File: src/rtl/gpu_pkg.sv
// Shared GPU constants: VRAM map, CPU register offsets, increment encodings.
package gpu_pkg;

  localparam int unsigned VRAM_ADDR_W = 15;

  localparam logic [VRAM_ADDR_W-1:0] TILEMAP_BASE = 15'h0000;
  localparam logic [VRAM_ADDR_W-1:0] COLOR_BASE   = 15'h2000;
  localparam logic [VRAM_ADDR_W-1:0] PATTERN_BASE = 15'h4000;

  localparam logic [2:0] REG_ADDR_LO = 3'd0;
  localparam logic [2:0] REG_ADDR_HI = 3'd1;
  localparam logic [2:0] REG_DATA    = 3'd2;
  localparam logic [2:0] REG_CTRL    = 3'd3;
  localparam logic [2:0] REG_FILL_LO = 3'd4;
  localparam logic [2:0] REG_FILL_HI = 3'd5;
  localparam logic [2:0] REG_FILL_GO = 3'd6;

  localparam logic [1:0] INCR_1   = 2'b00;
  localparam logic [1:0] INCR_8   = 2'b01;
  localparam logic [1:0] INCR_16  = 2'b10;
  localparam logic [1:0] INCR_128 = 2'b11;

  typedef enum logic {FillIdle, FillRun} fill_state_e;

  function automatic logic [7:0] incr_step(input logic [1:0] sel);
    logic [7:0] step;
    case (sel)
      INCR_1:  step = 8'd1;
      INCR_8:  step = 8'd8;
      INCR_16: step = 8'd16;
      default: step = 8'd128;
    endcase
    return step;
  endfunction

endpackage

File: src/rtl/gpu_sync_fifo.sv
// Synchronous first-word-fall-through FIFO; push is refused when full even if a pop
// happens in the same cycle.
module gpu_sync_fifo #(
  parameter int unsigned WIDTH = 23,
  parameter int unsigned DEPTH = 8
) (
  input  logic                     i_clk,
  input  logic                     i_rst,
  input  logic                     i_push,
  input  logic [WIDTH-1:0]         i_wdata,
  input  logic                     i_pop,
  output logic [WIDTH-1:0]         o_rdata,
  output logic                     o_full,
  output logic                     o_empty,
  output logic [$clog2(DEPTH):0]   o_count
);

  localparam int unsigned PtrW = $clog2(DEPTH);

  logic [WIDTH-1:0] r_mem [DEPTH];
  logic [PtrW-1:0]  r_wr_ptr;
  logic [PtrW-1:0]  r_rd_ptr;
  logic [PtrW:0]    r_count;
  logic             w_push_ok;
  logic             w_pop_ok;

  assign o_full    = (r_count == (PtrW+1)'(DEPTH));
  assign o_empty   = (r_count == '0);
  assign o_count   = r_count;
  assign o_rdata   = r_mem[r_rd_ptr];
  assign w_push_ok = i_push && !o_full;
  assign w_pop_ok  = i_pop && !o_empty;

  always_ff @(posedge i_clk) begin
    if (i_rst) begin
      r_wr_ptr <= '0;
      r_rd_ptr <= '0;
      r_count  <= '0;
    end else begin
      if (w_push_ok) r_wr_ptr <= r_wr_ptr + 1'b1;
      if (w_pop_ok)  r_rd_ptr <= r_rd_ptr + 1'b1;
      case ({w_push_ok, w_pop_ok})
        2'b10:   r_count <= r_count + 1'b1;
        2'b01:   r_count <= r_count - 1'b1;
        default: r_count <= r_count;
      endcase
    end
  end

  always_ff @(posedge i_clk) begin
    if (w_push_ok) r_mem[r_wr_ptr] <= i_wdata;
  end

endmodule

File: src/rtl/vram_write_port.sv
// CPU register window that queues VRAM writes and drains them on arbiter grants.
// Optional block-fill engine enabled by defining BLOCK_FILL_EN.
module vram_write_port
  import gpu_pkg::*;
#(
  parameter int unsigned ADDR_W     = VRAM_ADDR_W,
  parameter int unsigned FIFO_DEPTH = 8
) (
  input  logic              clk,
  input  logic              rst,
  input  logic [2:0]        reg_sel,
  input  logic              reg_we,
  input  logic              reg_re,
  input  logic [7:0]        reg_wdata,
  output logic [7:0]        reg_rdata,
  output logic              vram_wr_req,
  input  logic              vram_wr_grant,
  output logic [ADDR_W-1:0] vram_wr_addr,
  output logic [7:0]        vram_wr_data,
  output logic              busy
);

  logic [ADDR_W-1:0]            r_cur_addr;
  logic [1:0]                   r_incr;
  logic                         r_overflow;
  logic [7:0]                   r_rdata;
  logic                         w_full;
  logic                         w_empty;
  logic [$clog2(FIFO_DEPTH):0]  w_count;
  logic                         w_data_wr;
  logic                         w_data_push;
  logic                         w_data_drop;
  logic                         w_fill_active;
  logic                         w_fill_push;
  logic [7:0]                   w_fill_val;
  logic [7:0]                   w_fill_rd;
  logic [7:0]                   w_rd_val;
  logic [ADDR_W-1:0]            w_step;
  logic [ADDR_W+7:0]            w_head;

  assign w_data_wr   = reg_we && (reg_sel == REG_DATA);
  assign w_data_push = w_data_wr && !w_full && !w_fill_active;
  assign w_data_drop = w_data_wr && (w_full || w_fill_active);
  assign w_step      = ADDR_W'(incr_step(r_incr));

`ifdef BLOCK_FILL_EN
  fill_state_e r_fill_state;
  logic [15:0] r_fill_len;
  logic [7:0]  r_fill_val;

  assign w_fill_active = (r_fill_state == FillRun);
  assign w_fill_push   = w_fill_active && !w_full;
  assign w_fill_val    = r_fill_val;

  always_comb begin
    w_fill_rd = 8'h00;
    if (reg_sel == REG_FILL_LO) w_fill_rd = r_fill_len[7:0];
    if (reg_sel == REG_FILL_HI) w_fill_rd = r_fill_len[15:8];
  end

  always_ff @(posedge clk) begin
    if (rst) begin
      r_fill_state <= FillIdle;
      r_fill_len   <= 16'h0000;
      r_fill_val   <= 8'h00;
    end else begin
      case (r_fill_state)
        FillIdle: begin
          if (reg_we && reg_sel == REG_FILL_LO) r_fill_len[7:0]  <= reg_wdata;
          if (reg_we && reg_sel == REG_FILL_HI) r_fill_len[15:8] <= reg_wdata;
          if (reg_we && reg_sel == REG_FILL_GO && r_fill_len != 16'h0000) begin
            r_fill_state <= FillRun;
            r_fill_val   <= reg_wdata;
          end
        end
        default: begin
          // Stall while the queue is full; the engine never drops a fill word.
          if (!w_full) begin
            r_fill_len <= r_fill_len - 16'd1;
            if (r_fill_len == 16'd1) r_fill_state <= FillIdle;
          end
        end
      endcase
    end
  end
`else
  assign w_fill_active = 1'b0;
  assign w_fill_push   = 1'b0;
  assign w_fill_val    = 8'h00;
  assign w_fill_rd     = 8'h00;
`endif

  gpu_sync_fifo #(
    .WIDTH (ADDR_W + 8),
    .DEPTH (FIFO_DEPTH)
  ) u_fifo (
    .i_clk   (clk),
    .i_rst   (rst),
    .i_push  (w_data_push || w_fill_push),
    .i_wdata ({r_cur_addr, (w_fill_active ? w_fill_val : reg_wdata)}),
    .i_pop   (vram_wr_req && vram_wr_grant),
    .o_rdata (w_head),
    .o_full  (w_full),
    .o_empty (w_empty),
    .o_count (w_count)
  );

  always_comb begin
    w_rd_val = 8'h00;
    case (reg_sel)
      REG_ADDR_LO: w_rd_val = r_cur_addr[7:0];
      REG_ADDR_HI: w_rd_val = 8'(r_cur_addr >> 8);
      REG_CTRL:    w_rd_val = {r_overflow, w_fill_active, w_full, w_empty, r_incr, 2'b00};
      default:     w_rd_val = w_fill_rd;
    endcase
  end

  always_ff @(posedge clk) begin
    if (rst) begin
      r_cur_addr <= '0;
      r_incr     <= INCR_1;
      r_overflow <= 1'b0;
      r_rdata    <= 8'h00;
    end else begin
      if (w_data_push || w_fill_push) r_cur_addr <= r_cur_addr + w_step;
      if (w_data_drop) r_overflow <= 1'b1;
      if (reg_we) begin
        case (reg_sel)
          REG_ADDR_LO: r_cur_addr[7:0]        <= reg_wdata;
          REG_ADDR_HI: r_cur_addr[ADDR_W-1:8] <= reg_wdata[ADDR_W-9:0];
          REG_CTRL: begin
            r_incr <= reg_wdata[1:0];
            if (reg_wdata[7]) r_overflow <= 1'b0;
          end
          default: ;
        endcase
      end
      if (reg_re) r_rdata <= w_rd_val;
    end
  end

  // Masking with rst keeps a grant in the reset cycle from committing a stale head.
  assign vram_wr_req  = !w_empty && !rst;
  assign vram_wr_addr = w_head[ADDR_W+7:8];
  assign vram_wr_data = w_head[7:0];
  assign reg_rdata    = r_rdata;
  assign busy         = (w_count != '0) || w_fill_active;

endmodule

File: config.mk
export PLATFORM = sky130hd
export DESIGN_NAME = vram_write_port
export DESIGN_NICKNAME = d
export VERILOG_FILES = /design/src/rtl/gpu_pkg.sv /design/src/rtl/gpu_sync_fifo.sv /design/src/rtl/vram_write_port.sv
export SDC_FILE = /design/constraint.sdc
export NUM_CORES = 1
export LEC_CHECK = 0
export CAP_MARGIN = 30
export CORE_MARGIN = 2
export CORE_UTILIZATION = 30
export CTS_BUF_LIST = sky130_fd_sc_hd__clkbuf_2
export CTS_CLUSTER_SIZE = 12
export DETAILED_ROUTE_END_ITERATION = 7
export GPL_ROUTABILITY_DRIVEN = 0
export SYNTH_ARGS = -nofsm -noshare
export SYNTH_HDL_FRONTEND = slang
export SYNTH_SLANG_ARGS = --single-unit
export TNS_END_PERCENT = 100
File: constraint.sdc
create_clock -name clk -period 6.36 [get_ports clk]
set_input_delay 1.59 -clock clk [delete_from_list [all_inputs] [get_ports clk]]
set_output_delay 1.59 -clock clk [all_outputs]
set_load 0.1 [all_outputs]
==> results.md, run 1 <==
Critical path:
- The signal on the critical path passes through buf_4 -> mux4_2 -> mux2_2 -> clkdlybuf4s50_1.
- At the worst endpoint, the arrival time is 3.70 ns.
- The critical path contains buffers and inverters numbering 2 combined.
- The required time of the critical path is 4.77 ns.
- STA classifies the critical path endpoint as an output pin.
- The kind of cell with the highest combined delay along the critical path is buffers and inverters.
- The type of the setup path with the least slack is flop to output pin.
- For this run, the slowest stage of the critical path takes 0.98 ns.
- The slowest stage of the critical path belongs to the cell sky130_fd_sc_hd__clkdlybuf4s50_1.
- In this run the worst path has a maximum fanout of 32.
- The sort of element at the start of the critical path is a flop.

Clocking:
- The number of buffers inserted by post-CTS setup repair is 0.
- In this run the number of H-tree levels came out at 2.
- The number of gates resized after CTS was 0.
- The clock tree from TritonCTS is built.
- The clock tree root buffer cell is sky130_fd_sc_hd__clkbuf_2.
- The number of CTS-inserted buffers is 55.
- The worst-skew pair later-pin latency is 0.82 ns.
- The post-CTS clock slew at the launch and capture registers of the worst setup and hold paths is 0.10 ns.
- Clock tree synthesis found a total of 223 sinks.
- The post-cts hold buffer count is 0.
- The maximum root-to-sink buffer count is 3.

Timing:
- The final cycle utilization of the critical path is 83.1%.
- Across all setup checks in the final design, the least slack found is 1.07 ns.
- Setup violations remaining at the end of the flow were counted as 0.
- The clock skew after layout is 0.0983 ns.
- The post-route setup TNS is 0 ns.
- Setup repair after global routing left no endpoint under its margin.
- The max-slew violation count was 0.
- The number of hold-slack violations in the final timing report is 0.
- The worst pin sits at a relative slew slack of 33.1%.
- The tightest hold path in the finished design has a slack of 0.479 ns.
- For the pin with the worst max-slew slack, the measured transition is 0.990 ns.
- Counting I/O delays and the setup requirement, the final critical path takes 5.29 ns.
- The upper clock frequency limit is 0.189 GHz.

Drt:
- Using the TritonRoute via totals, the vias-per-cell ratio works out to 4.87.
- The aggregate routed wire length is 20100 um.
- The DRC marker count from the first detailed-route iteration is 430.
- The total number of vias is 5265.
- The number of nets with antenna violations after detailed routing is 0.
- The residual DRC count is 0.
- The routed wirelength normalized by instance count is 18.6 um.
- The first detailed-routing pass ran for 6 iterations.

Synth:
- After synthesis, the share of flip-flops with an asynchronous set or reset is 0%.
- The count of flip-flops with a built-in enable after synthesis is 184.
- After synthesis, the share of cell area in mux cells is 15.1%.
- The sequential-to-total area share from yosys stat is 68.3%.
- A synthesized cell averages 16.9 um^2.
- After synthesis, the largest family of logic cells by area is multiplexers.
- The number of storage elements in the synthesis netlist is 223.
- The number of distinct library cells after synthesis is 57.
- The Yosys step of the flow raised 0 warnings.
- The synthesized net count is 572.
- In the synthesized netlist, the number of instances is 546.
- The xor and xnor area share after synthesis is 1.14%.
- The post-synthesis compound-gate area fraction is 4.78%.
- The area share of and/or/nand/nor cells after synthesis is 7.51%.
- The synthesized netlist occupies a cell area of 9230 um^2.
- The top flip-flop cell by instance count after synthesis is sky130_fd_sc_hd__edfxtp_1.
- The arithmetic-cell share of the synthesized area counting full adders, half adders and majority gates is 1.36%.

Die:
- Row generation in the floorplan step produced 64 rows.
- The die is 179 um wide.
- The total core area is 30400 um^2.
- The die footprint is 32200 um^2.
- The effective utilization at floorplan is 30.3%.
- The I/O pin count is 49.
- The die boundary height is 179 um.

Final layout:
- Cells with a size suffix above 1 make up 27.6% of the layout.
- For this run, the post-layout net count is 664.
- Leaving out fill and tap cells, the most frequent cell in the layout is sky130_fd_sc_hd__edfxtp_1.
- The signed area change from the synthesized netlist to the final layout is 16.9%.
- In the layout the commonest cells are sky130_fd_sc_hd__edfxtp_1, sky130_fd_sc_hd__clkbuf_2, sky130_fd_sc_hd__clkdlybuf4s50_1.
- Counting the fill cells in the layout gives 2945.

Global routing:
- The initial antenna violation count is 1.
- The global routing usage summed across all routing layers is 12.3%.
- The largest net degree at the start of global routing is 42.
- The wire length of the first global-routing pass is 31100 um.
- The leftover overflow at the end of global routing is 0.
- The number of global-route vias before repair is 5294.

Placement:
- The HPWL after detailed placement is 12200 um.
- Input and output buffers added on the ports amount to 48.
- OpenSTA, run right after detailed placement, puts the worst setup slack at 1.68 ns.

Power:
- In this run the power density over the cells is 257 nW/um^2.
- The worst-case IR drop observed on VDD is 0.101 mV.
- The analysis attributes to cell leakage a power of 3.45 nW.

Flow run:
- The max-capacitance violation count is 0.

Worst hold path:
- The worst min-delay path class is flop to flop.

Status:
- The run finished with clean final reports.
flip-flops by register name (all words and copies together) (netlist names), named ones only:
signal           count
u_fifo.r_mem       184
r_cur_addr          15
reg_rdata            8
u_fifo.o_count       4
u_fifo.r_rd_ptr      3
u_fifo.r_wr_ptr      3
r_incr               2
r_overflow           1
cell type report:
| class | count | area, um^2 | share of cell area (%) |
|---|---|---|---|
| sequential | 223 | 6310 | 58.5 |
| antenna | 1 | 2.50 | 0.0232 |
| clock buffer | 75 | 375 | 3.48 |
| multi-input combinational | 287 | 2800 | 25.9 |
| timing repair buffer | 64 | 618 | 5.73 |
| inverter | 7 | 27.5 | 0.255 |
| tap | 396 | 495 | 4.59 |
| clock inverter | 28 | 163 | 1.51 |
per-stage QoR:
step	area, um^2	util, %	std cells	power [mW]
2_1_floorplan	9230	-	546	1.77
3_3_place_gp	10200	33.6	976	1.83
3_5_place_dp	10300	33.7	977	1.83
4_1_cts	10800	35.5	1080	2.81
5_1_grt	10800	35.5	1081	2.89
6_report	10800	35.5	1081	2.77
power by group:
part           switching [mW]  leakage (nW)  internal [mW]
Sequential             0.0326          1.95           1.59
Combinational           0.111          1.11         0.0626
Clock                   0.562         0.384          0.407
Total                   0.706          3.45           2.06
synth_stat cells (2+ instances only):
cell | count | area, um^2
sky130_fd_sc_hd__edfxtp_1 | 184 | 5530
sky130_fd_sc_hd__mux4_2 | 46 | 1040
sky130_fd_sc_hd__dfxtp_1 | 39 | 781
sky130_fd_sc_hd__mux2_2 | 30 | 338
sky130_fd_sc_hd__nor2_1 | 28 | 105
sky130_fd_sc_hd__nand2_1 | 20 | 75.1
sky130_fd_sc_hd__nand3_1 | 19 | 95.1
sky130_fd_sc_hd__clkbuf_1 | 18 | 67.6
sky130_fd_sc_hd__a21oi_1 | 15 | 75.1
sky130_fd_sc_hd__ha_1 | 10 | 125
sky130_fd_sc_hd__a211oi_1 | 8 | 60.1
sky130_fd_sc_hd__and3_1 | 8 | 50.1
sky130_fd_sc_hd__o21ai_0 | 8 | 40.0
sky130_fd_sc_hd__buf_2 | 7 | 35.0
sky130_fd_sc_hd__nor2b_1 | 7 | 43.8
sky130_fd_sc_hd__inv_1 | 6 | 22.5
sky130_fd_sc_hd__xnor2_1 | 6 | 52.6
sky130_fd_sc_hd__xor2_1 | 6 | 52.6
sky130_fd_sc_hd__a32oi_1 | 5 | 43.8
sky130_fd_sc_hd__nor3_1 | 5 | 25.0
sky130_fd_sc_hd__a21o_1 | 4 | 30.0
sky130_fd_sc_hd__nand4_1 | 4 | 25.0
sky130_fd_sc_hd__nor3b_1 | 4 | 30.0
sky130_fd_sc_hd__nor4b_1 | 4 | 35.0
sky130_fd_sc_hd__or3_1 | 4 | 25.0
sky130_fd_sc_hd__a311oi_1 | 3 | 26.3
sky130_fd_sc_hd__buf_6 | 3 | 33.8
sky130_fd_sc_hd__nand2b_1 | 3 | 18.8
sky130_fd_sc_hd__nand3b_1 | 3 | 22.5
sky130_fd_sc_hd__nor4_1 | 3 | 18.8
sky130_fd_sc_hd__o2111ai_1 | 3 | 26.3
sky130_fd_sc_hd__a22o_1 | 2 | 17.5
sky130_fd_sc_hd__a22oi_1 | 2 | 15.0
sky130_fd_sc_hd__and2_1 | 2 | 12.5
sky130_fd_sc_hd__mux2i_1 | 2 | 20.0
sky130_fd_sc_hd__nor4bb_1 | 2 | 20.0
sky130_fd_sc_hd__o31a_1 | 2 | 17.5
sky130_fd_sc_hd__o32ai_1 | 2 | 17.5
kinds of logic (layout without fill, tap and decap cells):
logic type | count (synthesis) | in the layout
adder cells (fa/ha/maj) | 10 | 10
AO/OA/AOI/OAI | 62 | 62
flip-flops | 223 | 223
AND/OR/NAND/NOR | 125 | 125
other | 0 | 1
multiplexers | 78 | 78
buffers and inverters | 36 | 174
XOR/XNOR | 12 | 12
worst min-delay path, cell delays in order (launching register included):
cell	delay, ns
sky130_fd_sc_hd__dfxtp_1	0.32
sky130_fd_sc_hd__nand2b_1	0.06
sky130_fd_sc_hd__a21oi_1	0.05
metal layers:
layer	vias to the layer above	routed length (um)	GRT usage [%]
li1	2428	-	-
met1	2642	9370	16.9
met2	156	9360	19.6
met3	39	987	2.76
met4	0	368	3.80
met5	-	0	0
path summary, 6_finish.rpt:
path / depth (start not counted) / startpoint / slack, ns / end
setup reg to reg: 10 / u_fifo.o_count[0] / 3.59 / u_fifo.o_count[2]
hold reg to reg: 2 / reg_rdata[0] / 0.48 / reg_rdata[0]
hold / removal: 2 / reg_rdata[0] / 0.48 / reg_rdata[0]
setup / recovery: 4 / flop / 1.07 / vram_wr_addr[9]
Power figures use the tool's default switching activity.
==> run 2: changes to the inputs <==
Clock period 6.36 ns to 4.8 ns, I/O delays scaled along.
==> run 2 against run 1 <==
Net effect:
- sequential share of layout area up 0.095 points
- combinational power grew 34%
- largest cell class unchanged
- worst setup slack lost 0.46 ns
- critical path type unchanged
==> results.md, run 2 (synthesis gave the netlist of run 1 again) <==
Worst hold path:
- The worst hold path startpoint is reg_rdata[1].
- The path with the worst hold slack has its endpoint at reg_rdata[1].
- The depth of the worst hold-timing path is 2.
- The tightest min-delay check is of the flop to flop type.

Global routing:
- The number of global-route vias before repair is 5320.
- The wire length of the first global-routing pass is 31300 um.
- The initial antenna violation count is 2.
- For this run, the total global-route usage over all layers was measured as 12.6%.
- For this run the aggregate overflow at the end of global routing stands at 0.
- The largest net degree at the start of global routing is 38.

Critical path:
- The worst register-to-register path ends at u_fifo.o_count[2].
- The launching point of the worst reg2reg path is u_fifo.o_count[1].
- The cell seen most often among critical-path stages is sky130_fd_sc_hd__buf_4.
- For this design, the slowest cell found on the critical path is sky130_fd_sc_hd__dfxtp_2.
- The maximum fanout along the worst path is 33.
- The reg-to-reg setup timing slack is 1.97 ns.
- The signal on the critical path passes through buf_4 -> mux4_2 -> mux2_2 -> buf_4.
- STA classifies the critical path endpoint as an output pin.
- The delay of the slowest critical-path stage is 0.97 ns.
- The required time of the critical path is 3.60 ns.
- The path depth of the worst reg2reg path is 10.
- The number of buffers and inverters on the critical path is 2.
- The type of the setup path with the least slack is flop to output pin.
- On the critical path the largest part of the delay comes from flip-flops.
- STA puts the critical path data arrival time at 2.99 ns.
- The worst setup path is launched from a flop.

Power:
- Power comes to 3.67 mW.
- Per report_power, the combinational group accounts for 6.3% of the total.
- The total internal power is 2.74 mW.
- Dividing total power by cell area gives a power density of 341 nW/um^2.
- The portion of total power attributed to the clock network is 35.0%.
- The largest vdd supply drop is 0.114 mV.
- For this design the static power due to leakage is 3.50 nW.
- In this run, flip-flops and latches consume 58.7% of the power.
- The switching share of total power is 25.5%.
- The analysis attributes to net switching a power of 0.936 mW.

Final layout:
- In the layout the commonest cells are sky130_fd_sc_hd__edfxtp_1, sky130_fd_sc_hd__clkbuf_2, sky130_fd_sc_hd__mux4_2.
- The register with the most flip-flops in the layout has 184 of them.
- The number of nets in the layout is 669.
- The area growth from synthesis to layout is 16.7%.
- The most frequent standard cell in the layout excluding fill and tap cells is sky130_fd_sc_hd__edfxtp_1.
- The finished layout cell area is 10800 um^2.
- The filler cells instantiated in the layout total 2910.
- The non-filler instance count after layout is 1080.
- The register with the most flip-flops in the final layout is u_fifo.r_mem.
- The utilization after layout is 35.4%.
- Of the cells placed in the final design, the portion with a size suffix greater than 1 is 32.5%.

Drt:
- The detail route stage leaves a number of antenna-violating nets equal to 0.
- Across all layers, the routed design uses 5185 vias.
- The via density per instance is 4.80.
- The aggregate routed wire length is 20400 um.
- The routed wirelength normalized by instance count is 18.9 um.
- The number of iterations in the first detailed-routing pass is 5.
- The residual DRC count is 0.
- In this run, the number of DRC markers left after iteration 0 of detailed routing was 462.

Clocking:
- Buffers inserted to repair hold after CTS numbered 0.
- No sink is reached through more buffers than the 3 on the longest clock path.
- At the later pin of the worst-skew pair, clock insertion delay measures 0.84 ns.
- The tree is rooted in a sky130_fd_sc_hd__clkbuf_2.
- The post-CTS clock slew at the launch and capture registers of the worst setup and hold paths is 0.10 ns.
- Counting the buffers created by CTS gives 55.
- The clock net sink count is 223.
- After clock tree synthesis, the setup repair step added 0 buffers.
- The clock tree synthesis step divided the H-tree into 2 levels.
- TritonCTS built the clock tree.
- The number of gates given a new drive strength after cts is 0.

Die:
- The overall die width is 179 um.
- 49 I/O pins were placed.
- For this configuration, the core starts out at a cell density of 30.3%.
- The total core area is 30400 um^2.
- The die covers 32200 um^2.
- The floorplan has 64 rows.
- The die boundary height is 179 um.

Timing:
- Across all hold checks on the routed design, the worst slack comes to 0.481 ns.
- In this run the tightest slew margin relative to its limit is 34.7%.
- The final setup violation count is 0.
- The final critical-path required period is 4.19 ns.
- The post-route setup TNS is 0 ns.
- At the pin with the least slew margin, the transition time is 0.977 ns.
- The max-slew violation count is 0.
- The clock skew after layout is 0.0666 ns.
- Setup repair after global routing left no endpoint under its margin.
- The worst path uses 87.3% of the clock period.
- Setup slack on the critical path of the routed design comes to 0.612 ns.
- Static timing analysis puts the maximum clock frequency at 0.239 GHz.
- The number of hold-slack violations in the final timing report is 0.

Placement:
- The number of placed instances, taps included, is 982.
- The placed instances occupy a cell area of 10200 um^2.
- At the placement stage, the worst setup path has a slack of 0.673 ns.
- The number of port buffers is 48.
- After legalization and detailed placement, the total HPWL measured 12900 um.

Status:
- The run finished with clean final reports.

Flow run:
- The tool flagged a number of max-cap violations equal to 0.
## run 2: layer usage
metal  vias to the layer above  global-route usage (%)  part of all wire (%)
met4                         0                    4.62                   1.9
li1                       2436                       -                     -
met5                         -                       0                     0
met2                       174                    19.9                    47
met1                      2539                    17.1                    45
met3                        36                    2.74                   5.8
## run 2: worst max-delay path by stage
stage | startpoint | end | slack (ns) | cells past startpoint
after floorplan | reg_sel[2] | u_fifo.r_mem[2][0] | 0.08 | 5
after global placement | reg_sel[1] | u_fifo.o_count[3] | 0.73 | 10
after detailed placement | reg_sel[1] | u_fifo.o_count[3] | 0.67 | 10
after CTS | flop | vram_wr_addr[9] | 0.51 | 4
after global routing | flop | vram_wr_addr[9] | 0.43 | 4
final | flop | vram_wr_addr[9] | 0.61 | 4
## run 2: power by group through the flow
| stage | Combinational, mW | Clock, mW | Sequential (mW) |
|---|---|---|---|
| 2_1_floorplan | 0.162 | 0 | 2.18 |
| 3_3_place_gp | 0.226 | 0 | 2.21 |
| 3_5_place_dp | 0.236 | 0 | 2.20 |
| 4_1_cts | 0.236 | 1.34 | 2.16 |
| 5_1_grt | 0.248 | 1.44 | 2.16 |
| 6_report | 0.233 | 1.29 | 2.16 |
## run 2: tightest hold or removal path: stages (launching register included)
cell,delay (ns)
sky130_fd_sc_hd__dfxtp_1,0.32
sky130_fd_sc_hd__nand2b_1,0.06
sky130_fd_sc_hd__a21oi_1,0.06
## run 2: final cells by class
class                           count  area, um^2  area share [%]
Clock buffer                       76         380            3.53
Tap cell                          396         495            4.60
Multi-Input combinational cell    287        2800            26.0
Inverter                            7        27.5           0.255
Clock inverter                     21         148            1.37
Antenna cell                        1        2.50          0.0232
Sequential cell                   223        6310            58.6
Timing Repair Buffer               69         611            5.67
